### src/rtl/spy_readout_ctrl_pkg.sv
`default_nettype none
// ============================================================================
// spy_readout_ctrl_pkg : shared spy-buffer types and default geometry
// Revision : 1.0
// ============================================================================
package spy_readout_ctrl_pkg;

    localparam int DEF_WIDTH     = 6;
    localparam int DEF_DATAWIDTH = 64;
    localparam int SPY_SIZE      = 2 ** DEF_WIDTH;

    typedef enum logic [1:0] {
        IDLE   = 2'd0,
        FREEZE = 2'd1,
        READ   = 2'd2,
        DONE   = 2'd3
    } state_t;

endpackage

`default_nettype wire

### src/rtl/spy_readout_fifo.sv
`default_nettype none
// ============================================================================
// spy_readout_fifo : 2-entry output FIFO between spy memory read port and stream
// Revision : 1.0
// ============================================================================
module spy_readout_fifo
    import spy_readout_ctrl_pkg::*;
#(
    parameter int DATAWIDTH = DEF_DATAWIDTH
) (
    input  logic                 clock,
    input  logic                 resetbar,
    input  logic                 push,
    input  logic [DATAWIDTH-1:0] push_data,
    input  logic                 pop,
    output logic [DATAWIDTH-1:0] head,
    output logic [1:0]           occupancy,
    output logic                 not_empty
);

    logic [DATAWIDTH-1:0] mem [2];
    logic                 wr_ptr;
    logic                 rd_ptr;

    // Caller guarantees no push when full and no pop when empty.
    always_ff @(posedge clock or negedge resetbar) begin
        if (!resetbar) begin
            mem[0]    <= '0;
            mem[1]    <= '0;
            wr_ptr    <= 1'b0;
            rd_ptr    <= 1'b0;
            occupancy <= 2'd0;
        end else begin
            if (push) begin
                mem[wr_ptr] <= push_data;
                wr_ptr      <= ~wr_ptr;
            end
            if (pop) begin
                rd_ptr <= ~rd_ptr;
            end
            case ({push, pop})
                2'b10:   occupancy <= occupancy + 2'd1;
                2'b01:   occupancy <= occupancy - 2'd1;
                default: occupancy <= occupancy;
            endcase
        end
    end

    assign head      = mem[rd_ptr];
    assign not_empty = (occupancy != 2'd0);

endmodule

`default_nettype wire

### src/rtl/spy_readout_ctrl.sv
`default_nettype none
// ============================================================================
// spy_readout_ctrl : freezes the spy memory on request and streams its
//                    contents oldest-to-newest on a valid/ready interface
// Revision : 1.0
// ============================================================================
module spy_readout_ctrl
    import spy_readout_ctrl_pkg::*;
#(
    parameter int WIDTH     = DEF_WIDTH,
    parameter int DATAWIDTH = DEF_DATAWIDTH
) (
    input  logic                 clock,
    input  logic                 resetbar,
    input  logic                 spy_write_enable,
    input  logic [WIDTH-1:0]     write_pointer,
    output logic [WIDTH-1:0]     read_addr,
    output logic                 read_enable,
    input  logic [DATAWIDTH-1:0] read_data,
    output logic                 freeze,
    input  logic                 dump_start,
    output logic                 dump_busy,
    output logic                 dump_done,
    output logic [WIDTH:0]       dump_count,
    output logic [DATAWIDTH-1:0] out_data,
    output logic                 out_valid,
    input  logic                 out_ready,
    output logic                 out_last
);

    localparam logic [WIDTH:0]   FULL_COUNT = {1'b1, {WIDTH{1'b0}}};
    localparam logic [WIDTH:0]   COUNT_ONE  = {{WIDTH{1'b0}}, 1'b1};
    localparam logic [WIDTH-1:0] LAST_PTR   = {WIDTH{1'b1}};

    state_t           state;
    logic             wrapped;
    logic [WIDTH-1:0] base;
    logic [WIDTH:0]   issued;
    logic [WIDTH:0]   popped;
    logic             in_flight;
    logic [1:0]       occupancy;
    logic             pop;
    logic [WIDTH:0]   snap_count;
    logic [2:0]       credit_sum;

    assign pop        = out_valid & out_ready;
    assign snap_count = wrapped ? FULL_COUNT : {1'b0, write_pointer};
    // Words that will sit in the FIFO after this edge; a new read needs a free slot.
    assign credit_sum = {1'b0, occupancy} + {2'b00, in_flight} - {2'b00, pop};
    assign out_last   = out_valid && ((popped + COUNT_ONE) == dump_count);

    always_comb begin
        read_enable = 1'b0;
        read_addr   = '0;
        if (state == READ) begin
            read_addr   = base + issued[WIDTH-1:0];
            read_enable = (issued < dump_count) && (credit_sum < 3'd2);
        end
    end

    always_ff @(posedge clock or negedge resetbar) begin
        if (!resetbar) begin
            state      <= IDLE;
            wrapped    <= 1'b0;
            base       <= '0;
            issued     <= '0;
            popped     <= '0;
            in_flight  <= 1'b0;
            freeze     <= 1'b0;
            dump_busy  <= 1'b0;
            dump_done  <= 1'b0;
            dump_count <= '0;
        end else begin
            in_flight <= read_enable;
            if (spy_write_enable && (write_pointer == LAST_PTR)) begin
                wrapped <= 1'b1;
            end
            if (read_enable) begin
                issued <= issued + COUNT_ONE;
            end
            if (pop) begin
                popped <= popped + COUNT_ONE;
            end
            case (state)
                IDLE: begin
                    if (dump_start) begin
                        state     <= FREEZE;
                        freeze    <= 1'b1;
                        dump_busy <= 1'b1;
                    end
                end
                FREEZE: begin
                    // Once wrapped, the next slot to be written holds the oldest word.
                    base       <= wrapped ? write_pointer : '0;
                    dump_count <= snap_count;
                    issued     <= '0;
                    popped     <= '0;
                    if (snap_count == '0) begin
                        state     <= DONE;
                        dump_done <= 1'b1;
                    end else begin
                        state <= READ;
                    end
                end
                READ: begin
                    if (pop && ((popped + COUNT_ONE) == dump_count)) begin
                        state     <= DONE;
                        dump_done <= 1'b1;
                    end
                end
                DONE: begin
                    state     <= IDLE;
                    dump_done <= 1'b0;
                    freeze    <= 1'b0;
                    dump_busy <= 1'b0;
                end
                default: state <= IDLE;
            endcase
        end
    end

    spy_readout_fifo #(
        .DATAWIDTH (DATAWIDTH)
    ) u_fifo (
        .clock     (clock),
        .resetbar  (resetbar),
        .push      (in_flight),
        .push_data (read_data),
        .pop       (pop),
        .head      (out_data),
        .occupancy (occupancy),
        .not_empty (out_valid)
    );

endmodule

`default_nettype wire
### config.mk
export PLATFORM = sky130hd
export DESIGN_NAME = spy_readout_ctrl
export DESIGN_NICKNAME = d
export VERILOG_FILES = /design/src/rtl/spy_readout_ctrl_pkg.sv /design/src/rtl/spy_readout_fifo.sv /design/src/rtl/spy_readout_ctrl.sv
export SDC_FILE = /design/constraint.sdc
export NUM_CORES = 1
export LEC_CHECK = 0
export CAP_MARGIN = 15
export CORE_ASPECT_RATIO = 1.2
export CORE_MARGIN = 5
export CORE_UTILIZATION = 47
export CTS_CLUSTER_DIAMETER = 80
export DETAILED_ROUTE_END_ITERATION = 6
export GPL_TIMING_DRIVEN = 0
export PLACE_DENSITY = 0.77
export SETUP_SLACK_MARGIN = 0.3
export SLEW_MARGIN = 15
export SYNTH_ARGS = -nofsm -noshare
export SYNTH_HDL_FRONTEND = slang
export SYNTH_HIERARCHICAL = 1
export SYNTH_SLANG_ARGS = --single-unit
export TNS_END_PERCENT = 10
### constraint.sdc
create_clock -name clock -period 4.1 [get_ports clock]
set_clock_uncertainty 0.2 [all_clocks]
set_input_delay 1.23 -clock clock [delete_from_list [all_inputs] [get_ports clock]]
set_output_delay 1.23 -clock clock [all_outputs]
set_load 0.02 [all_outputs]
# [Yosys cells after proc, flatten, opt, wreduce, memory -nomap -nowiden]
# Index checks and enable logic that the tools add are counted.
[totals] ff_bits=165 out_inout_bits=83 wordCells=81 inputBits=75
[classes] n_reduce_logical=16 addsub=7 n_lt_le_gt_ge=5 eq_ne=10 muxes=24 n_bitwise=5
[ops] operator="2-to-1 mux 64 bit" n=4
[ops] operator="bitwise mux 128 bit" n=1
[ops] operator="demux 64 bit (select 1 bit)" n=1
[ops] operator="2-to-1 mux 7 bit" n=5
[ops] operator="adder 7 x 1 -> 7 bit (second input constant)" n=2
[ops] operator="2-to-1 mux 6 bit" n=2
[ops] operator="nonzero test 2 bit" n=5
[ops] operator="one-hot mux 2 bit (4 select lines)" n=1
[ops] operator="== test 7 bit" n=1
[ops] operator="logical NOT 7 bit" n=1
[ops] operator="less-than comparator 7 bit" n=1
[ops] operator="adder 6 bit" n=1
[ops] operator="== test 2 bit (second input constant)" n=3
[ops] operator="== test 6 bit (second input constant)" n=1
[ops] operator="logical AND 1 bit" n=5
[ops] operator="2-to-1 mux 1 bit" n=5
[ops] operator="== test 2 x 1 -> 1 bit (second input constant)" n=2
[ops] operator="greater-or-equal comparator 2 bit (second input constant)" n=2
[ops] operator="2-to-1 mux 2 bit" n=2
[ops] operator="!= test 2 bit (second input constant)" n=2
[ops] operator="inverter 1 -> 2 bit" n=2
[ops] operator="one-hot mux 2 bit (2 select lines)" n=1
[ops] operator="AND reduction 2 bit" n=2
[ops] operator="adder 2 x 1 -> 3 bit" n=1
[ops] operator="13 further kinds" n=14

# [Depth between registers and ports, before layout]
[logic_depth] word_depth=8 depth_mapped=12 mapped_depth_nobuf=11

# [Modules after synthesis]
# The synthesis kept the hierarchy.
[by_module_without_submodules] module="spy_readout_fifo" area_each_um2=5773.0 cells_per_inst=354 seq_area_each_um2=3303.2 n_inst=1
[by_module_without_submodules] module="spy_readout_ctrl" area_each_um2=2072.0 cells_per_inst=216 seq_area_each_um2=825.8 n_inst=1

# [Least setup slack after synthesis]
# No wires, ideal clock.
[synth_path] path_kind="input to output" start="input out_ready" end="output read_enable" t_required_ns=2.670 arrival_ns=3.023 slack_ns=-0.353 n_path_buf=1 path_stages=10 cell_sequence="nand2_1 -> inv_1 -> ha_1 -> nand2b_1 -> fa_1 -> xor2_1 -> nor3_4 -> o211ai_2 -> buf_6 -> inv_2"
[synth_via] elab_chain_cells=5
[synth_lines] item="start: declaration" line_no="spy_readout_ctrl.sv:27" source="input logic out_ready,"
[synth_lines] item="bitwise AND 1 bit" line_no="spy_readout_ctrl.sv:46" source="assign pop = out_valid & out_ready;"
[synth_lines] item="via pop" line_no="spy_readout_ctrl.sv:42" source="logic pop;"
[synth_lines] item="subtractor 3 x 1 -> 3 bit" line_no="spy_readout_ctrl.sv:49" source="assign credit_sum = {1'b0, occupancy} + {2'b00, in_flight} - {2'b00, pop};"
[synth_lines] item="less-than comparator 3 x 2 -> 1 bit" line_no="spy_readout_ctrl.sv:57" source="read_enable = (issued < dump_count) && (credit_sum < 3'd2);"
[synth_lines] item="logical AND 1 bit" line_no="spy_readout_ctrl.sv:57"
[synth_lines] item="2-to-1 mux 1 bit" line_no="spy_readout_ctrl.sv:55" source="if (state == READ) begin"
[synth_lines] item="end: declaration" line_no="spy_readout_ctrl.sv:18" source="output logic read_enable,"
# The timed path passes the listed nets, and every way through them passes these cells.

# [Worst setup path in the final report]
# Ends and elaborated chain as after synthesis.

==> metrics.md <==
| Metric | Value |
|---|---|
| Fmax | `232 MHz` |
| Slowest library cell on the worst path | `fa_2` |
| # DRC | `0` |
| Die Ht | `152 microns` |
| Placeable Area | `0.0163 sq mm` |
| Total vias in the final route | `5,109` |
| Worst r2r src | `u_fifo/occupancy[1]` |
| Largest net degree at the start of global routing | `102` |
| Syn Area/Cell | `13.8 sq um` |
| Post-route cell area | `0.0104 sq mm` |
| Synth Flop Type | `dfrtp_1` |
| DP HPWL | `13,400 microns` |
| CTS tree | `done` |
| Violated checks | `setup timing` |
| Min-delay src | `u_fifo/mem[123]` |
| Finish-stage setup viols | `1` |
| PwrDens | `826 mW/mm^2` |
| Worst-Skew Late Latency | `0.42 ns` |
| Area delta synth->final | `32.4%` |
| Htree depth | `4` |
| Chip width | `128 microns` |
| NumNets Final | `847` |
| Vias in the first global route | `5,787` |
| Setup ws final | `-0.218 ns` |
| Final Slew Violations | `0` |
| Total power | `8.58 mW` |
| Routability cong. | `0.842` |
| Critical Path RT | `2.67 ns` |
| Avg WL per Cell | `18.8 microns` |
| Status | `finished with violations` |
| Seq/Total Area, Yosys | `0.526` |
| Syn Nets | `666` |
| Commonest cells after routing, fill and taps aside | `mux2_2, dfrtp_1, clkdlybuf4s50_1` |
| Unrepaired setup endpoints after global routing | `true` |
| Post-Place Cell Area | `0.00975 sq mm` |
| Number of flops mapped to enable cells by yosys | `0` |
| CTS Hold Buffers Added | `0` |
| Core Rows | `51` |
| CP Cell Sequence | `buf_8 -> nand2_8 -> inv_8 -> ha_4 -> nand2b_4 -> fa_2 -> nand2_2 -> nor3_4 -> o211ai_2 -> buf_6 -> clkinv_4 -> buf_6` |
| Cell mode on critical path | `buf_6` |
| Post-synthesis register bit count | `165` |
| Static Leak | `4.53 nW` |
| Fillcell total | `1,258` |
| Root Buffer | `clkbuf_16` |
| CP Data Arrival Time | `2.89 ns` |
| CTS sink cnt | `165` |
| Area of the mapped netlist | `0.00785 sq mm` |
| Total CTS buffers | `17` |
| DIE AREA | `0.0194 sq mm` |
| Tightest Hold Check Type | `flop to flop` |
| First-pass GRT wire length | `30,100 microns` |
| Global-route usage over all layers | `0.198` |
| Initial core utilization | `0.480` |
| Worst-margin pin slew | `0.746 ns` |
| Hold Vio Cnt, Final | `0` |
| Syn Inst Count | `570` |
| Crit Path Category | `primary input to primary output` |
| Max Cap Violations | `0` |
| Commonest non-fill, non-tap cell in the layout | `mux2_2` |
| Iteration-0 DRC Markers | `197` |
| Asr flop ratio synth | `1.00` |
| FF-to-FF setup slack | `0.97 ns` |
| Peak supply drop | `0.000380 V` |
| Setup_tns | `-0.218 ns` |
| Crit start category | `primary input` |
| Synth cell types | `48` |
| Top Ports | `158` |
| Share of cells above drive strength 1 | `0.356` |
| GRT overflow | `0` |
| Antenna viol nets, final | `0` |
| Max clock buf depth | `2` |
| Fin crit period | `4.32 ns` |
| Initial antenna violation count | `0` |
| Ys Warns | `6` |
| Crit path launch | `out_ready` |
| Post-DR vias/cell | `5.22` |
| Fin crit share | `1.05` |
| Crit Path Max Fanout | `2` |
| Crit-path max cell delay | `0.53 ns` |
| Max transition margin | `0.502` |
| DR pass1 iterations | `4` |
| Reg clk slew, reported paths | `0.06 ns` |
| IO buf count | `157` |
| Final WL | `18,400 microns` |
| Critical path capture point type | `primary output` |
registers in the layout (all words and copies together) (netlist names):
register and count:
wrapped 1, in_flight 1, u_fifo/rd_ptr 1, u_fifo/occupancy 2, base 6, issued 7, dump_busy 1, state 2
dump_count 7, popped 7, u_fifo/mem 128, u_fifo/wr_ptr 1, dump_done 1
where the power goes:
group          internal [mW]  leakage (nW)  switching (mW)
Sequential              2.37          2.01           0.426
Clock                  0.814         0.255           0.660
Combinational           2.36          2.27            1.96
final cells by class:
cell class | instances | area, sq um | area share
antenna | 2 | 5.00 | 0.000482
buffer | 25 | 239 | 0.0230
clock buffer | 20 | 457 | 0.0440
clock inverter | 12 | 98.8 | 0.00952
inverter | 19 | 83.8 | 0.00807
multi-input combinational | 361 | 3470 | 0.334
sequential | 165 | 4130 | 0.398
tap | 212 | 265 | 0.0255
timing repair buffer | 162 | 1630 | 0.157
critical path, delay by kind of cell:
family / cells / cell delay, ns
buf+inv: 5 / 0.42
simple gates: 4 / 0.39
fa+ha+maj: 2 / 0.72
compound gates: 1 / 0.13
worst paths after layout:
| path | to | depth (start not counted) |
|---|---|---|
| min | u_fifo/mem[123] | 1 |
| max in group asynchronous | issued[1] | 2 |
| max | read_enable | 12 |
| max reg2reg | issued[6] | 13 |
| min in group asynchronous | u_fifo/mem[82] | 1 |
| min reg2reg | u_fifo/mem[123] | 1 |
metrics by stage:
step	hold slack, ns	setup slack [ns]	util	instances
2_1_floorplan	0.254	-0.0986	-	570
3_3_place_gp	0.264	-4.70	0.595	939
3_5_place_dp	0.280	-1.43	0.597	940
4_1_cts	0.300	-0.342	0.634	976
5_1_grt	0.313	-0.285	0.636	976
6_report	0.294	-0.218	0.636	978
Yosys cell counts (3+ instances only):
| cell | count | area share |
|---|---|---|
| a21oi_1 | 13 | 0.0083 |
| and2_1 | 6 | 0.0048 |
| and3_1 | 3 | 0.0024 |
| xor2_1 | 13 | 0.015 |
| nand2_1 | 18 | 0.0086 |
| o21ai_1 | 9 | 0.0057 |
| mux2_2 | 182 | 0.26 |
| mux2_4 | 5 | 0.0096 |
| a21o_1 | 5 | 0.0048 |
| o21ai_0 | 9 | 0.0057 |
| clkbuf_8 | 7 | 0.012 |
| inv_1 | 18 | 0.0086 |
| dfrtp_1 | 165 | 0.53 |
| buf_6 | 6 | 0.0086 |
| or3_1 | 7 | 0.0056 |
| mux2_1 | 6 | 0.0086 |
| clkbuf_1 | 3 | 0.0014 |
| a22o_1 | 6 | 0.0067 |
| xnor2_1 | 13 | 0.015 |
| nor2_1 | 14 | 0.0067 |
| nand3_1 | 5 | 0.0032 |
| buf_2 | 7 | 0.0045 |
| ha_1 | 19 | 0.030 |
per-layer routing:
metal  track usage  vias to the layer above  wire length, microns
met5             0                        -                     0
met4        0.0658                        0                   366
met3        0.0554                       30                  1060
met2         0.333                      160                  9070
met1         0.248                     2530                  7870
li1              -                     2389                     -
kinds of logic after synthesis:
kind of cell | count (synthesis) | synth area share
muxes | 195 | 0.282
DFF | 165 | 0.526
AOI/OAI and AO/OA | 50 | 0.0402
xor gates and xnor gates | 26 | 0.0290
and+or+nand+nor | 69 | 0.0486
adders and majority gates | 21 | 0.0354
buffers and inverters | 44 | 0.0384
what timing repair did:
action,4_1_cts,5_1_grt
setup buffers,4,0
endpoints found under the setup margin,6,17
pin swaps,4,8
endpoints found under the hold margin,0,0
resized for setup,31,17
Note: power is estimated with default switching activity, not from simulation.
